$ cat src/rtl/mux_pkg.sv
// mux_pkg: shared mode encoding and channel slice helper for mux_nway_arb.
package mux_pkg;
  typedef enum logic {MODE_FIXED = 1'b0, MODE_RR = 1'b1} mode_e;
  function automatic int slice_lo(input int ch, input int width);
    return ch * width;
  endfunction
endpackage

$ cat src/rtl/rr_arbiter.sv
// rr_arbiter: combinational round-robin pick of the first request above ptr, wrapping to 0.
module rr_arbiter #(
  parameter int N  = 4,
  parameter int SW = $clog2(N)
) (
  input  logic [N-1:0]  req,
  input  logic [SW-1:0] ptr,
  output logic [N-1:0]  gnt,
  output logic [SW-1:0] gnt_idx
);
  logic any;
  always_comb begin
    gnt_idx = '0;
    any = 1'b0;
    for (int i = N - 1; i >= 0; i--) begin
      if (req[i]) begin
        gnt_idx = SW'(i);
        any = 1'b1;
      end
    end
    // a request above ptr outranks the wrapped-around lowest request
    for (int i = N - 1; i >= 0; i--) begin
      if (req[i] && i > int'(ptr)) gnt_idx = SW'(i);
    end
    gnt = any ? N'(1) << gnt_idx : '0;
  end
endmodule

$ cat src/rtl/mux_nway_arb.sv
// mux_nway_arb: registered N-channel mux with fixed or round-robin grant and valid/ready backpressure.
module mux_nway_arb
  import mux_pkg::*;
#(
  parameter int WIDTH = 16,
  parameter int N     = 4,
  localparam int SW   = $clog2(N)
) (
  input  logic               clk,
  input  logic               rst,
  input  logic               mode,
  input  logic [SW-1:0]      sel,
  input  logic [N*WIDTH-1:0] in_data,
  input  logic [N-1:0]       in_valid,
  output logic [N-1:0]       in_ready,
  output logic [WIDTH-1:0]   out,
  output logic [SW-1:0]      out_ch,
  output logic               out_valid,
  input  logic               out_ready
);
  logic [WIDTH-1:0] ch_data [N];
  logic [N-1:0]     rr_gnt, sel_oh, gnt;
  logic [SW-1:0]    rr_idx, idx, ptr;
  logic             can_load, load;
  for (genvar i = 0; i < N; i++) begin : g_ch
    assign ch_data[i] = in_data[slice_lo(i, WIDTH) +: WIDTH];
  end
  rr_arbiter #(.N(N), .SW(SW)) u_arb (
    .req    (in_valid),
    .ptr    (ptr),
    .gnt    (rr_gnt),
    .gnt_idx(rr_idx)
  );
  // fixed mode offers ready on sel regardless of its valid; a transfer still needs valid
  always_comb begin
    can_load = !out_valid || out_ready;
    sel_oh   = (int'(sel) < N) ? N'(1) << sel : '0;
    gnt      = (mode == MODE_RR) ? rr_gnt : sel_oh;
    idx      = (mode == MODE_RR) ? rr_idx : sel;
    in_ready = can_load ? gnt : '0;
    load     = |(in_valid & in_ready);
  end
  always_ff @(posedge clk or posedge rst) begin
    if (rst) begin
      out       <= '0;
      out_ch    <= '0;
      out_valid <= 1'b0;
      ptr       <= SW'(N - 1);
    end else begin
      if (load) begin
        out    <= ch_data[idx];
        out_ch <= idx;
        ptr    <= idx;
      end
      out_valid <= load || (out_valid && !out_ready);
    end
  end
endmodule

$ cat config.mk
export PLATFORM = sky130hd
export DESIGN_NAME = mux_nway_arb
export DESIGN_NICKNAME = d
export VERILOG_FILES = /design/src/rtl/mux_pkg.sv /design/src/rtl/rr_arbiter.sv /design/src/rtl/mux_nway_arb.sv
export SDC_FILE = /design/constraint.sdc
export NUM_CORES = 1
export LEC_CHECK = 0
export ABC_AREA = 1
export CAP_MARGIN = 40
export CORE_MARGIN = 3
export CORE_UTILIZATION = 43
export CTS_CLUSTER_SIZE = 30
export DETAILED_ROUTE_END_ITERATION = 6
export PLACE_DENSITY = 0.86
export SYNTH_ARGS = -nofsm -noshare
export SYNTH_HDL_FRONTEND = slang
export SYNTH_SLANG_ARGS = --single-unit
$ cat constraint.sdc
create_clock -name clk -period 4.05 [get_ports clk]
set_input_delay 0.405 -clock clk [delete_from_list [all_inputs] [get_ports clk]]
set_output_delay 0.405 -clock clk [all_outputs]
set_load 0.05 [all_outputs]
==> impl_metrics.py <==
metrics = {
    "critical_path": {
        "crit_fanout": 35,
        "endpoint": "in_ready[1]",
        "rr_endpoint": "out[3]$_DFFE_PP0P_",
        "r2r_start": "ptr[1]$_DFFE_PP1P_",
        "path_class": "primary input to output port",
        "startpoint": "mode",
        "r2r_setup_slack_ns": 1.74,
        "endpoint_kind": "output port",
        "setup.worst_path.start_class": "primary input",
        "required_ns": 3.64,
        "arrival_ns": 2.63,
        "r2r_cells": 10,
    },
    "global_route": {
        "track_usage_pct": 21.0,
        "grt_antenna_before_repair": 0,
        "grt_max_degree": 36,
        "overflow": 0,
        "grt_first_pass_wirelength_mm": 8.87,
        "grt_pass1_vias": 2013,
    },
    "die": {
        "start_util_pct": 45.8,
        "rows": 23,
        "die_x_um": 72.2,
        "die_h_um": 72.2,
        "pin_count": 97,
        "core_region_area_mm2": 0.00412,
        "die-area_mm2": 0.00521,
    },
    "logic_synthesis": {
        "ys_seq_area_share_pct": 28.0,
        "synth.distinct_cells": 23,
        "syn-mean-instance-area_um2": 5.98,
        "synth-xor-area-share_pct": 0,
        "ys_seq_elements": 21,
        "synthAdderAreaFrac_pct": 0,
        "synth.cell_area_mm2": 0.00188,
        "syn-num-nets": 389,
        "ys_warn_count": 0,
        "synth_top_family_by_area": "simple AND/OR/NAND/NOR gates",
        "syn_inst": 315,
        "synth.area.mux_share_pct": 0,
        "synth-simple-area-share_pct": 48.1,
        "synth_compound_area_share_pct": 6.05,
    },
    "cells_and_area": {
        "final_cell_mix": "nand2_1 (105), clkdlybuf4s50_1 (95), inv_1 (63)",
        "synthToLayoutAreaGrowth_pct": 52.4,
        "fin_nets": 476,
        "final_common_cell": "nand2_1",
        "layout-drive-gt1-share_pct": 5.24,
        "nFillCells": 369,
        "antenna_cells": 0,
        "fin_area_mm2": 0.00287,
    },
    "detailed_routing": {
        "drt_first_pass_iters": 4,
        "vias_per_cell": 4.84,
        "drc": 0,
        "antenna_left": 0,
        "wl_per_cell_um": 11.8,
        "first_iter_violations": 90,
        "vias": 2185,
        "drt-total-wl_mm": 5.34,
    },
    "cts": {
        "cts.sinks": 21,
        "h-tree-depth": 1,
        "post_cts_resized": 0,
        "worstSkewPairLatency_ns": 0.26,
        "cts_made_buffers": 3,
        "clkSlewWorstSetupHoldPaths_ns": 0.07,
        "postCtsSetupBuffers": 0,
        "holdBufCountCts": 0,
        "cts_tree": "built",
        "root_buffer": "clkbuf_8",
        "cts.path.max_buffers": 2,
    },
    "place": {
        "place.gp.congestion": 0.992,
        "post_dp_cell_area_mm2": 0.00282,
        "hpwlAfterDp_mm": 4.22,
        "port_buffers": 96,
    },
    "timing": {
        "clock_skew_ns": 0.00189,
        "rsz0062_at_grt": "no",
        "slew_violations": 0,
        "relSlewSlack_pct": 49.0,
        "final.setup.tns_ns": 0,
        "post-route-period-util_pct": 75.0,
        "max_freq_mhz": 329,
        "finalCriticalPeriod_ns": 3.04,
        "setup_viol": 0,
        "hold_viol": 0,
        "worstMarginPinSlew_ns": 0.765,
    },
    "power": {
        "power.leakage_nw": 1.53,
        "ir_worst_vdd_v": 0.000220,
        "power.density_mw_per_mm2": 561,
    },
    "flow_run": {
        "cap_violations": 0,
    },
    "run_status": {
        "outcome": "complete, no violations",
    },
    "hold_path": {
        "worstHoldPathType": "flip-flop to flip-flop",
    },
}
## worst min path at each step
stage                           from               endpoint  slack [ns]  cells after the start
2_1_floorplan                    rst     out[0]$_DFFE_PP0P_        0.38                      1
3_3_place_gp   out_ch[1]$_DFFE_PP0P_  out_ch[1]$_DFFE_PP0P_        0.46                      2
3_5_place_dp   out_ch[1]$_DFFE_PP0P_  out_ch[1]$_DFFE_PP0P_        0.46                      2
4_1_cts           ptr[1]$_DFFE_PP1P_     ptr[1]$_DFFE_PP1P_        0.48                      2
5_1_grt           ptr[1]$_DFFE_PP1P_     ptr[1]$_DFFE_PP1P_        0.50                      2
6_report       out_ch[1]$_DFFE_PP0P_  out_ch[1]$_DFFE_PP0P_        0.47                      2
## where the power goes
| part | internal (mW) | switching (mW) |
|---|---|---|
| clock network | 0.0694 | 0.0666 |
| registers | 0.319 | 0.0585 |
| logic | 0.374 | 0.722 |
## registers in the layout, indices dropped and copies added, names as in the netlist
name and flops:
out 16, out_ch 2, ptr 2, out_valid 1
## Yosys cell counts, drive strengths merged
| cell | number | area [µm²] |
|---|---|---|
| a21oi | 3 | 15.0 |
| buf | 12 | 80.1 |
| clkbuf | 3 | 11.3 |
| dfrtp | 19 | 475 |
| dfstp | 2 | 52.6 |
| inv | 65 | 244 |
| nand2 | 111 | 442 |
| nand3 | 56 | 290 |
| nand3b | 16 | 120 |
| nand4 | 1 | 12.5 |
| nor2 | 6 | 30.0 |
| nor3 | 1 | 5.00 |
| o21ai | 19 | 98.8 |
| or2 | 1 | 6.26 |
## per-stage QoR
stage	total power [mW]	hold WS, ns	instances	setup slack, ns	util, %
floorplan	1.14	0.380	315	1.39	-
finish	1.61	0.474	451	1.01	69.7
global route	1.72	0.500	451	0.824	69.7
CTS	1.62	0.476	451	1.02	69.7
global placement	1.46	0.458	447	1.05	68.5
detailed placement	1.48	0.461	447	1.03	68.5
## worst max-delay path, stage by stage
cell and delay, ns:
clkdlybuf4s50_1 0.50, nor2_1 0.20, inv_2 0.25, or2_1 0.31, a21oi_1 0.15, clkdlybuf4s50_1 0.81
## final cells by class
type	instances	area, µm²	share of cell area (%)
Clock buffer	3	41.3	1.44
Clock inverter	1	7.51	0.262
Inverter	65	244	8.50
Multi-Input combinational cell	214	1020	35.5
Sequential cell	21	528	18.4
Tap cell	50	62.6	2.18
Timing Repair Buffer	97	966	33.7
## per-layer routing
| layer | track usage [%] | vias up | wire length [µm] |
|---|---|---|---|
| met5 | 0 | - | 0 |
| met4 | 6.05 | 0 | 53 |
| met3 | 2.77 | 4 | 342 |
| met2 | 34.9 | 72 | 2570 |
| met1 | 28.4 | 975 | 2370 |
| li1 | - | 1134 | - |
## logic make-up after synthesis
family          after synthesis
buf+inv                      80
simple gates                192
flops                        21
compound gates               22
No activity file was read; power rests on OpenSTA's default activity.
